File: src/rtl/detector_jogada_if.sv
// Play-detector bus: raw buttons and enable in, debounced play and debug state out.
// The control unit side is the master; the detector is the slave.
interface detector_jogada_if;
  logic       habilita;
  logic [3:0] chaves;
  logic [3:0] jogada;
  logic       jogada_feita;
  logic       jogada_invalida;
  logic [2:0] db_estado;

  modport master (
    output habilita,
    output chaves,
    input  jogada,
    input  jogada_feita,
    input  jogada_invalida,
    input  db_estado
  );

  modport slave (
    input  habilita,
    input  chaves,
    output jogada,
    output jogada_feita,
    output jogada_invalida,
    output db_estado
  );
endinterface

File: src/rtl/detector_jogada.sv
// Input stage for the exp3 game: synchronizes and debounces the four button
// lines and turns each stable one-hot press into a single registered play with
// a one-cycle strobe. Non-one-hot presses raise a one-cycle invalid strobe and
// never reach the play register. A debounced release is required between plays.
module detector_jogada #(
  parameter int DEBOUNCE_CYCLES = 4
) (
  input logic               clock,
  input logic               reset,
  detector_jogada_if.slave  bus
);

  localparam int CNT_W = $clog2(DEBOUNCE_CYCLES + 1);
  localparam logic [CNT_W-1:0] CNT_LAST = CNT_W'(DEBOUNCE_CYCLES - 1);

  typedef enum logic [2:0] {
    INICIAL    = 3'd0,
    ESPERA     = 3'd1,
    ESTABILIZA = 3'd2,
    REGISTRA   = 3'd3,
    SOLTAR     = 3'd4
  } estado_t;

  estado_t          r_state;
  estado_t          w_nextState;
  logic [3:0]       r_sinc1;
  logic [3:0]       r_sinc2;
  logic [3:0]       r_cand;
  logic [3:0]       w_candNext;
  logic [3:0]       r_jogada;
  logic [3:0]       w_jogadaNext;
  logic [CNT_W-1:0] r_cnt;
  logic [CNT_W-1:0] w_cntNext;
  logic             w_candOneHot;

  assign w_candOneHot = (r_cand != 4'd0) && ((r_cand & (r_cand - 4'd1)) == 4'd0);

  // Two-flop synchronizer: the FSM only ever looks at r_sinc2.
  always_ff @(posedge clock or posedge reset) begin
    if (reset) begin
      r_sinc1 <= 4'd0;
      r_sinc2 <= 4'd0;
    end else begin
      r_sinc1 <= bus.chaves;
      r_sinc2 <= r_sinc1;
    end
  end

  // State register.
  always_ff @(posedge clock or posedge reset) begin
    if (reset) begin
      r_state <= INICIAL;
    end else begin
      r_state <= w_nextState;
    end
  end

  // Next-state, counter, candidate and play-register update rules.
  always_comb begin
    w_nextState  = r_state;
    w_cntNext    = r_cnt;
    w_candNext   = r_cand;
    w_jogadaNext = r_jogada;
    case (r_state)
      INICIAL: begin
        if (bus.habilita) w_nextState = ESPERA;
      end
      ESPERA: begin
        if (!bus.habilita) begin
          w_nextState = INICIAL;
        end else if (r_sinc2 != 4'd0) begin
          w_candNext  = r_sinc2;
          w_nextState = ESTABILIZA;
        end
      end
      ESTABILIZA: begin
        if (!bus.habilita) begin
          w_nextState = INICIAL;
        end else if (r_sinc2 != r_cand) begin
          w_nextState = ESPERA;
        end else if (r_cnt == CNT_LAST) begin
          w_nextState = REGISTRA;
          if (w_candOneHot) w_jogadaNext = r_cand;
        end else begin
          w_cntNext = r_cnt + 1'b1;
        end
      end
      REGISTRA: begin
        w_nextState = SOLTAR;
      end
      SOLTAR: begin
        if (r_sinc2 != 4'd0) begin
          w_cntNext = '0;
        end else if (r_cnt == CNT_LAST) begin
          w_nextState = bus.habilita ? ESPERA : INICIAL;
        end else begin
          w_cntNext = r_cnt + 1'b1;
        end
      end
      default: begin
        w_nextState = INICIAL;
      end
    endcase
    if (w_nextState != r_state) w_cntNext = '0;
  end

  // Datapath registers: debounce counter, press candidate and the play itself.
  always_ff @(posedge clock or posedge reset) begin
    if (reset) begin
      r_cnt    <= '0;
      r_cand   <= 4'd0;
      r_jogada <= 4'd0;
    end else begin
      r_cnt    <= w_cntNext;
      r_cand   <= w_candNext;
      r_jogada <= w_jogadaNext;
    end
  end

  assign bus.jogada          = r_jogada;
  assign bus.jogada_feita    = (r_state == REGISTRA) && w_candOneHot;
  assign bus.jogada_invalida = (r_state == REGISTRA) && !w_candOneHot;
  assign bus.db_estado       = r_state;

endmodule
File: src/flat_wrapper.sv
// flat-port wrapper written by rule: the top's interface ports become plain ports
module detector_jogada_flat 
#(
  parameter int DEBOUNCE_CYCLES = 4
)
  (clock, reset, bus_habilita, bus_chaves, bus_jogada, bus_jogada_feita, bus_jogada_invalida, bus_db_estado);
  detector_jogada_if bus_i ();
  input logic clock;
  input logic reset;
  input wire logic [$bits(bus_i.habilita)-1:0] bus_habilita;
  input wire logic [$bits(bus_i.chaves)-1:0] bus_chaves;
  output wire logic [$bits(bus_i.jogada)-1:0] bus_jogada;
  output wire logic [$bits(bus_i.jogada_feita)-1:0] bus_jogada_feita;
  output wire logic [$bits(bus_i.jogada_invalida)-1:0] bus_jogada_invalida;
  output wire logic [$bits(bus_i.db_estado)-1:0] bus_db_estado;
  assign bus_i.habilita = bus_habilita;
  assign bus_i.chaves = bus_chaves;
  assign bus_jogada = bus_i.jogada;
  assign bus_jogada_feita = bus_i.jogada_feita;
  assign bus_jogada_invalida = bus_i.jogada_invalida;
  assign bus_db_estado = bus_i.db_estado;
  detector_jogada #(.DEBOUNCE_CYCLES(DEBOUNCE_CYCLES)) u_core (.clock(clock), .reset(reset), .bus(bus_i));
endmodule
File: config.mk
export PLATFORM = sky130hd
export DESIGN_NAME = detector_jogada_flat
export DESIGN_NICKNAME = d
export VERILOG_FILES = /design/src/rtl/detector_jogada_if.sv /design/src/rtl/detector_jogada.sv /design/src/flat_wrapper.sv
export SDC_FILE = /design/constraint.sdc
export NUM_CORES = 1
export LEC_CHECK = 0
export ABC_AREA = 1
export CAP_MARGIN = 10
export CORE_MARGIN = 4
export CORE_UTILIZATION = 30
export CTS_CLUSTER_SIZE = 30
export DETAILED_ROUTE_END_ITERATION = 6
export SLEW_MARGIN = 25
export SYNTH_ARGS = -nofsm -noshare
export SYNTH_HDL_FRONTEND = slang
export SYNTH_SLANG_ARGS = --single-unit
File: constraint.sdc
create_clock -name clock -period 3.1 [get_ports clock]
set_input_delay 0.465 -clock clock [delete_from_list [all_inputs] [get_ports clock]]
set_output_delay 0.465 -clock clock [all_outputs]
set_load 0.05 [all_outputs]
==> impl_metrics.csv, run 1 <==
group,metric,value,unit
floorplan,rows,22,
final_layout,fillers,388,
clocking,cts_tree,"done",
place,gp_congestion,0.8103,
synth,synth_top_area_share,0.4793,
synth,yosys-top-cells-area,"dfrtp_1 48%, nand2_1 11%, inv_1 5.9%",
sta,fin_skew,0.001470,ns
clocking,clock_path_buffers,2,
synth,synth_cells,140,
synth,post-synth-top-area-cell,"dfrtp_1",
min_path,min_path_cells,0,
sta,grt_setup_unrepaired,"false",
setup_path,crit_type,"flip-flop to output pin",
synth,syn_avg_cell_area,8.204,µm²
sta,tightest_slew,0.8793,ns
sta,fin_hold_ws,0.3527,ns
sta,period_needed,2.556,ns
clocking,cts_root_buffer,"clkbuf_8",
sta,setup_viol,0,
clocking,clk_pin_slew,0.08,ns
power,comb_power_share,0.429,
power,switching_share,0.4384,
final_layout,layout-drive-gt1-share,0.1899,
setup_path,slowest_delay,0.81,ns
power,leakagePower,0.6762,nW
clocking,clkLatencyLatePin,0.26,ns
synth,synth_area,1149,µm²
final_layout,syn_to_final_growth,22.11,%
clocking,clock_sinks,22,
sta,relSlewSlack,0.4132,
clocking,htree_levels,1,
synth,ys_seq_area_frac,0.4793,
global_route,grt_max_degree,23,
floorplan,fp.dieW,69.88,µm
floorplan,ios,16,
global_route,globalRouteTotalUtil,0.09907,
place,pre_cts_ws,0.8408,ns
detailed_routing,wirelength,2.263,mm
synth,synth_fp_nets,148,
setup_path,required,2.63,ns
setup_path,slowest_stage,"clkdlybuf4s50_1",
setup_path,ff2ff_setup_slack,1.49,ns
run_status,status,"completed",
final_layout,diodes,0,
run,maxCapViolations,0,
min_path,min_to,"u_core.r_sinc2[1]",
floorplan,die_height,69.88,µm
setup_path,crit_chain,"nor2_1 > o22ai_1 > o21ai_0 > inv_1 > nor2_1 > clkdlybuf4s50_1",
setup_path,crit_path_start_kind,"flip-flop",
floorplan,core_region_area,3689,µm²
clocking,cts_inserted_buffers,3,
global_route,grt-ovfl-total,0,
detailed_routing,drc,0,
setup_path,crit_fanout,5,
sta,finalCritPeriodShare,0.8246,
power,netSwitchingPower,0.4707,mW
setup_path,crit_arrival,2.09,ns
detailed_routing,avgViaCountPerCell,4.500,
sta,setup_tns,0,ns
power,irDropWorstVdd,212.2,µV
detailed_routing,dr.pass1.iters,4,
sta,max_freq,391.2,MHz
detailed_routing,final_antenna_net_count,0,
min_path,min_from,"u_core.r_sinc1[1]",
floorplan,initial_utilization,0.3114,
clocking,post_cts_resize_count,0,
sta,drv_slew,0,
power,internal_power,0.6031,mW
global_route,antenna_found_initial,0,
clocking,postCtsSetupRepairBufs,0,
final_layout,final_cell_mix,"34 x nand2_1, 22 x dfrtp_1, 18 x inv_1, 15 x clkdlybuf4s50_1, 13 x nor2_1",
final_layout,instances_no_fill,206,
place,io_buffers,15,
place,place_inst,202,
setup_path,cp-end-kind,"output pin",
power,p_clk_frac,0.193,
power,p_per_area,765.6,nW/µm²
min_path,hold_class,"flip-flop to flip-flop",
final_layout,final_common_cell,"nand2_1",
sta,hold_viol_final,0,
synth,ys_types,21,
floorplan,dieArea,4883,µm²
power,p_seq_frac,0.378,
setup_path,r2r-end,"u_core.r_cnt[1]",
final_layout,nets,167,
power,power,1.074,mW
detailed_routing,detail_route.iter0.violations,49,
setup_path,r2r_cells,12,
place,hpwl,1.694,mm
setup_path,crit_top_cell,"nor2_1",
detailed_routing,vias,927,
global_route,grt_pass1_wl,3.905,mm
setup_path,r2r-start,"u_core.r_cnt[0]",
detailed_routing,wl_per_cell,10.99,µm
global_route,grt_pass1_vias,920,
clocking,postCtsHoldBufs,0,
synth,synth_seq_cells,22,
synth,ys.warnings.count,0,
sta,setup_slack,0.5436,ns
layout make-up:
type / instances / area [µm²] / share of cell area
repair buffers: 15 / 150.1 / 0.1070
multi-input cells: 90 / 485.5 / 0.3461
flip-flops and latches: 22 / 550.5 / 0.3925
inverters: 27 / 101.3 / 0.07226
clock buffers: 4 / 55.05 / 0.03925
well taps: 48 / 60.06 / 0.04282
critical path: cells and delay by family (launching register included):
| kind | cells | cell delay, ns |
|---|---|---|
| simple gates | 2 | 0.26 |
| compound gates | 2 | 0.21 |
| buf+inv | 2 | 0.94 |
| flops | 1 | 0.43 |
synthesized netlist by cell type, drive strengths merged:
library cell and number:
nand4 2, o21ai 12, nand3 13, nor2 18, dfrtp 22, buf 1
a21oi 1, ha 1, inv 27, xor2 1, nor3 1, nand2 40
o22ai 1
power by group through the flow:
stage	sequential, mW	combinational, mW	clock (mW)
3_5_place_dp	0.412	0.457	0
3_3_place_gp	0.406	0.447	0
4_1_cts	0.405	0.462	0.214
2_1_floorplan	0.453	0.311	0
5_1_grt	0.414	0.512	0.226
6_report	0.405	0.461	0.207
per-stage QoR:
stage / cell area [µm²] / util
floorplan: 1149 / -
global route: 1403 / 0.3803
CTS: 1403 / 0.3803
detailed placement: 1348 / 0.3653
finish: 1403 / 0.3803
global placement: 1348 / 0.3653
worst max path at each step:
stage | end | start | cells after the start | slack, ns
6_report | bus_jogada_invalida | u_core.r_cand[2] | 6 | 0.54
5_1_grt | bus_jogada_invalida | u_core.r_cand[2] | 6 | 0.40
4_1_cts | bus_jogada_invalida | u_core.r_cand[2] | 6 | 0.54
3_5_place_dp | bus_jogada_invalida | u_core.r_cand[2] | 6 | 0.84
3_3_place_gp | bus_jogada_invalida | u_core.r_cand[2] | 6 | 0.87
2_1_floorplan | bus_jogada_feita | u_core.bus.db_estado[1] | 2 | 0.99
metal layers:
metal	global-route usage	wire [µm]
met5	0	0
met4	0.04255	38
met3	0.01871	69
met2	0.1752	1175
met1	0.1158	978
sequential cells by signal, summed over array words and instances, names as in the netlist:
signal	flops
u_core.bus.db_estado	3
u_core.r_sinc2	4
u_core.r_sinc1	4
u_core.r_cnt	3
u_core.r_cand	4
u_core.bus.jogada	4
cells by family after synthesis:
logic type                 count (synthesis)  share of synthesized area
adders and majority gates                  1                    0.01089
buffers and inverters                     28                    0.09803
and+or+nand+nor                           74                     0.3420
DFF                                       22                     0.4793
AOI/OAI and AO/OA                         14                    0.06208
xor gates and xnor gates                   1                   0.007627
No activity file was read; power rests on OpenSTA's default activity.
==> inputs of run 2 (changes only) <==
- clock period: 3.1 -> 2.3 ns (I/O delays scaled with it)
==> impl_metrics.csv, run 2 (synthesis gave the netlist of run 1 again) <==
group,metric,value,unit
setup_path,required,1.96,ns
setup_path,ff2ff_setup_slack,0.68,ns
sta,grt_setup_unrepaired,"false",
power,netSwitchingPower,0.6382,mW
floorplan,ios,16,
global_route,grt_pass1_wl,3.884,mm
clocking,clock_sinks,22,
power,comb_power_share,0.429,
global_route,grt-ovfl-total,0,
floorplan,die_height,69.88,µm
detailed_routing,final_antenna_net_count,0,
clocking,cts_root_buffer,"clkbuf_8",
sta,fin_skew,0.006053,ns
floorplan,core_region_area,3689,µm²
place,hpwl,1.794,mm
clocking,postCtsHoldBufs,0,
floorplan,rows,22,
sta,setup_viol,0,
detailed_routing,avgViaCountPerCell,4.459,
final_layout,final_common_cell,"nand2_1",
final_layout,multi_input_area,485.5,µm²
floorplan,initial_utilization,0.3114,
setup_path,crit_chain,"clkdlybuf4s50_1",
setup_path,cp-end-kind,"output pin",
power,leakagePower,0.6850,nW
setup_path,crit_family,"buffers and inverters",
place,io_buffers,15,
power,irDropWorstVdd,338.3,µV
sta,relSlewSlack,0.6607,
power,internal_power,0.8124,mW
setup_path,crit_path_start_kind,"flip-flop",
power,power,1.451,mW
clocking,postCtsSetupRepairBufs,0,
final_layout,fin_area,1405,µm²
setup_path,slowest_delay,0.86,ns
sta,setup_tns,0,ns
clocking,clk_pin_slew,0.08,ns
setup_path,crit_buf_inv,1,
floorplan,dieArea,4883,µm²
clocking,htree_levels,1,
final_layout,final_cell_mix,"34 x nand2_1, 22 x dfrtp_1, 18 x inv_1, 13 x nor2_1, 13 x clkdlybuf4s50_1",
sta,hold_viol_final,0,
place,placed_cell_area,1350,µm²
min_path,hold_class,"flip-flop to flip-flop",
run_status,status,"completed",
final_layout,regArea,550.5,µm²
detailed_routing,detail_route.iter0.violations,18,
final_layout,syn_to_final_growth,22.33,%
power,switching_share,0.4399,
sta,setup_slack,0.3360,ns
clocking,clkLatencyLatePin,0.26,ns
global_route,grt_max_degree,23,
place,gp_congestion,0.8084,
detailed_routing,wl_per_cell,10.90,µm
sta,drv_slew,0,
sta,max_freq,509.2,MHz
detailed_routing,drc,0,
sta,period_needed,1.964,ns
clocking,cts_inserted_buffers,3,
setup_path,crit_type,"flip-flop to output pin",
clocking,cts_tree,"done",
clocking,post_cts_resize_count,0,
detailed_routing,vias,923,
detailed_routing,wirelength,2.256,mm
detailed_routing,dr.pass1.iters,4,
final_layout,layout-drive-gt1-share,0.2075,
power,p_per_area,1032,nW/µm²
setup_path,slowest_stage,"clkdlybuf4s50_1",
final_layout,fillers,387,
run,maxCapViolations,0,
setup_path,crit_fanout,7,
final_layout,nets,168,
setup_path,crit_arrival,1.62,ns
global_route,globalRouteTotalUtil,0.09670,
place,pre_cts_ws,0.5582,ns
global_route,grt_pass1_vias,875,
power,p_seq_frac,0.377,
floorplan,fp.dieW,69.88,µm
global_route,antenna_found_initial,0,
sta,tightest_slew,0.5074,ns
power,p_clk_frac,0.194,
sta,finalCritPeriodShare,0.8539,
clocking,clock_path_buffers,2,
final_layout,fin_util,0.3809,
final_layout,diodes,0,
-- run 2: layout make-up --
| type | instances | area share |
|---|---|---|
| clock buffer | 4 | 0.03918 |
| timing repair buffer | 16 | 0.1086 |
| multi-input combinational | 90 | 0.3455 |
| sequential | 22 | 0.3918 |
| inverter | 27 | 0.07213 |
| tap | 48 | 0.04274 |
-- run 2: per-stage QoR --
step	std cells	hold slack [ns]
final	207	0.3516
after global routing	207	0.3663
after CTS	207	0.3529
after detailed placement	203	0.3347
after global placement	203	0.3317
after floorplan	140	0.3312
-- run 2: metal layers --
layer	global-route usage	wire, µm
met1	0.1150	1006
met2	0.1689	1142
met3	0.02302	80
met4	0.03404	27
met5	0	0
-- run 2: path summary, 6_finish.rpt --
kind                                              start                 to  cells past startpoint
worst max-delay path            u_core.bus.db_estado[0]   bus_db_estado[0]                      1
worst min-delay path                  u_core.r_sinc1[3]  u_core.r_sinc2[3]                      0
worst min register to register        u_core.r_sinc1[3]  u_core.r_sinc2[3]                      0
max in group asynchronous                         reset   u_core.r_cand[0]                      3
worst max register to register          u_core.r_cnt[0]    u_core.r_cnt[1]                     12
min in group asynchronous                         reset  u_core.r_sinc2[0]                      3
-- run 2: power groups by stage --
stage | sequential [mW] | clock (mW) | combinational (mW)
after floorplan | 0.610 | 0 | 0.419
after global placement | 0.551 | 0 | 0.604
after detailed placement | 0.555 | 0 | 0.623
after CTS | 0.547 | 0.285 | 0.626
after global routing | 0.560 | 0.297 | 0.686
final | 0.548 | 0.281 | 0.622
==> inputs of run 3 (changes only) <==
- ABC_AREA: 1 -> not set
==> impl_metrics.csv, run 3 <==
group,metric,value,unit
run,maxCapViolations,0,
clocking,cts_inserted_buffers,3,
setup_path,r2r-start,"u_core.r_sinc2[0]",
detailed_routing,dr.pass1.iters,4,
final_layout,syn_to_final_growth,27.42,%
place,io_buffers,15,
setup_path,required,1.96,ns
setup_path,slowest_delay,0.47,ns
synth,synth_area,1072,µm²
sta,fin_skew,0.006135,ns
global_route,antenna_found_initial,0,
final_layout,final_common_cell,"dfrtp_1",
sta,finalCritPeriodShare,0.9364,
synth,synth_top_area_share,0.5134,
synth,synth_seq_cells,22,
clocking,cts_tree,"done",
setup_path,cp-end-kind,"output pin",
global_route,grt-ovfl-total,0,
detailed_routing,wirelength,1.953,mm
place,hpwl,1.486,mm
floorplan,initial_utilization,0.3164,
setup_path,setup.worst_path.start,"u_core.r_cand[2]",
power,irDropWorstVdd,556.6,µV
sta,relSlewSlack,0.6646,
setup_path,crit_path_start_kind,"flip-flop",
sta,hold_viol_final,0,
synth,ys_types,36,
power,leakagePower,0.5657,nW
floorplan,rows,21,
clocking,htree_levels,1,
global_route,grt_pass1_vias,773,
clocking,clock_sinks,22,
final_layout,regArea,551.8,µm²
final_layout,final_cell_mix,"21 x dfrtp_1, 13 x clkdlybuf4s50_1, 8 x mux2_2, 6 x nor2_1, 5 x nand2_1",
power,p_per_area,1081,nW/µm²
floorplan,fp.dieW,67.79,µm
sta,setup_viol,0,
floorplan,ios,16,
synth,yosysMostFrequentCell,"dfrtp_1",
clocking,clock_path_buffers,2,
sta,setup_tns,0,ns
setup_path,slowest_stage,"dfrtp_2",
detailed_routing,vias,759,
synth,synthArstFlopShare,1.000,
power,power,1.477,mW
sta,tightest_slew,0.5015,ns
final_layout,layout-drive-gt1-share,0.2523,
global_route,grt_max_degree,16,
synth,ys_seq_area_frac,0.5134,
synth,ys.warnings.count,0,
setup_path,crit_type,"flip-flop to output pin",
detailed_routing,avgViaCountPerCell,4.834,
synth,synth_cells,91,
floorplan,dieArea,4595,µm²
synth,yosys-top-cells-area,"dfrtp_1 51%, mux2_2 8.4%, xor2_1 3.3%",
final_layout,multi_input_area,508.0,µm²
synth,synth_flop_cell,"dfrtp_1",
synth,synth-edff-count,0,
final_layout,diodes,0,
detailed_routing,wl_per_cell,12.44,µm
final_layout,fillers,334,
clocking,clk_pin_slew,0.12,ns
synth,synth_commonest_cells,"22 x dfrtp_1, 8 x mux2_2, 7 x nor2_1",
min_path,hold_class,"primary input to async pin",
run_status,status,"completed",
detailed_routing,detail_route.iter0.violations,39,
place,gp_congestion,0.8598,
clocking,cts_root_buffer,"clkbuf_4",
detailed_routing,drc,0,
global_route,globalRouteTotalUtil,0.1006,
sta,grt_setup_unrepaired,"false",
synth,synth_fp_nets,99,
synth,post-synth-top-area-cell,"dfrtp_1",
floorplan,core_region_area,3390,µm²
floorplan,die_height,67.79,µm
synth,syn_avg_cell_area,11.78,µm²
setup_path,crit_chain,"or3b_2 > o21ai_0 > o21ai_1 > nor2b_1 > buf_12",
clocking,clkLatencyLatePin,0.30,ns
sta,period_needed,2.154,ns
setup_path,crit_arrival,1.81,ns
setup_path,crit_fanout,6,
sta,max_freq,464.3,MHz
detailed_routing,final_antenna_net_count,0,
final_layout,nets,120,
global_route,grt_pass1_wl,3.498,mm
clocking,postCtsHoldBufs,0,
sta,drv_slew,0,
run 3: final cells by class:
class	instances	share of cell area
clock inverter	1	0.02198
clock buffer	3	0.01648
multi-input combinational	65	0.3718
inverter	3	0.008242
timing repair buffer	17	0.1355
tap	46	0.04212
sequential	22	0.4038
run 3: final timing paths:
check / end / slack, ns / depth (start not counted)
setup / recovery: bus_jogada_invalida / 0.15 / 5
hold reg to reg: u_core.r_sinc2[0] / 0.36 / 0
hold / removal: u_core.bus.jogada[3] / 0.27 / 2
max in group asynchronous: u_core.r_cand[2] / 1.54 / 3
setup reg to reg: u_core.r_cnt[1] / 0.24 / 5
min in group clock: u_core.r_sinc2[0] / 0.36 / 0
run 3: cell families (layout without fill, tap and decap cells):
| group | Yosys count | count (layout) | share of synthesized area |
|---|---|---|---|
| xor+xnor | 5 | 5 | 0.04084 |
| mux | 8 | 8 | 0.08402 |
| flops | 22 | 22 | 0.5134 |
| fa+ha+maj | 1 | 1 | 0.01167 |
| compound gates | 16 | 16 | 0.1249 |
| simple gates | 35 | 35 | 0.2100 |
| buf+inv | 4 | 24 | 0.01516 |
run 3: stage by stage:
step	area (µm²)	hold WS [ns]	setup WS, ns	std cells	util
2_1_floorplan	1072	0.3312	0.04112	91	-
3_3_place_gp	1310	0.3315	0.2201	153	0.3865
3_5_place_dp	1310	0.3365	0.1792	153	0.3865
4_1_cts	1363	0.2678	0.02170	157	0.4020
5_1_grt	1366	0.2835	0.01560	157	0.4031
6_report	1366	0.2654	0.1462	157	0.4031
run 3: critical path: cells and delay by family, from the launching register on:
kind / cells / cell delay, ns
flip-flops: 1 / 0.47
AO/OA/AOI/OAI: 2 / 0.22
buffers and inverters: 1 / 0.15
AND/OR/NAND/NOR: 2 / 0.66
run 3: report_power, final:
part           switching [mW]  total (mW)  internal [mW]
clock                   0.116       0.292          0.176
sequential              0.138       0.599          0.462
combinational           0.313       0.585          0.273
total                   0.566        1.48          0.911
run 3: per-layer routing:
layer  wire [µm]  vias to the layer above  share of wire  global-route usage
met3          80                        2          0.041             0.02829
li1            -                      380              -                   -
met2         934                       14           0.48              0.1616
met5           0                        -              0                   0
met4          13                        0         0.0067             0.02978
met1         924                      363           0.47              0.1313
run 3: what timing repair did:
action                                  CTS  global route
gates resized for setup                   0             3
setup buffers                             0             0
endpoints found under the setup margin    0             2
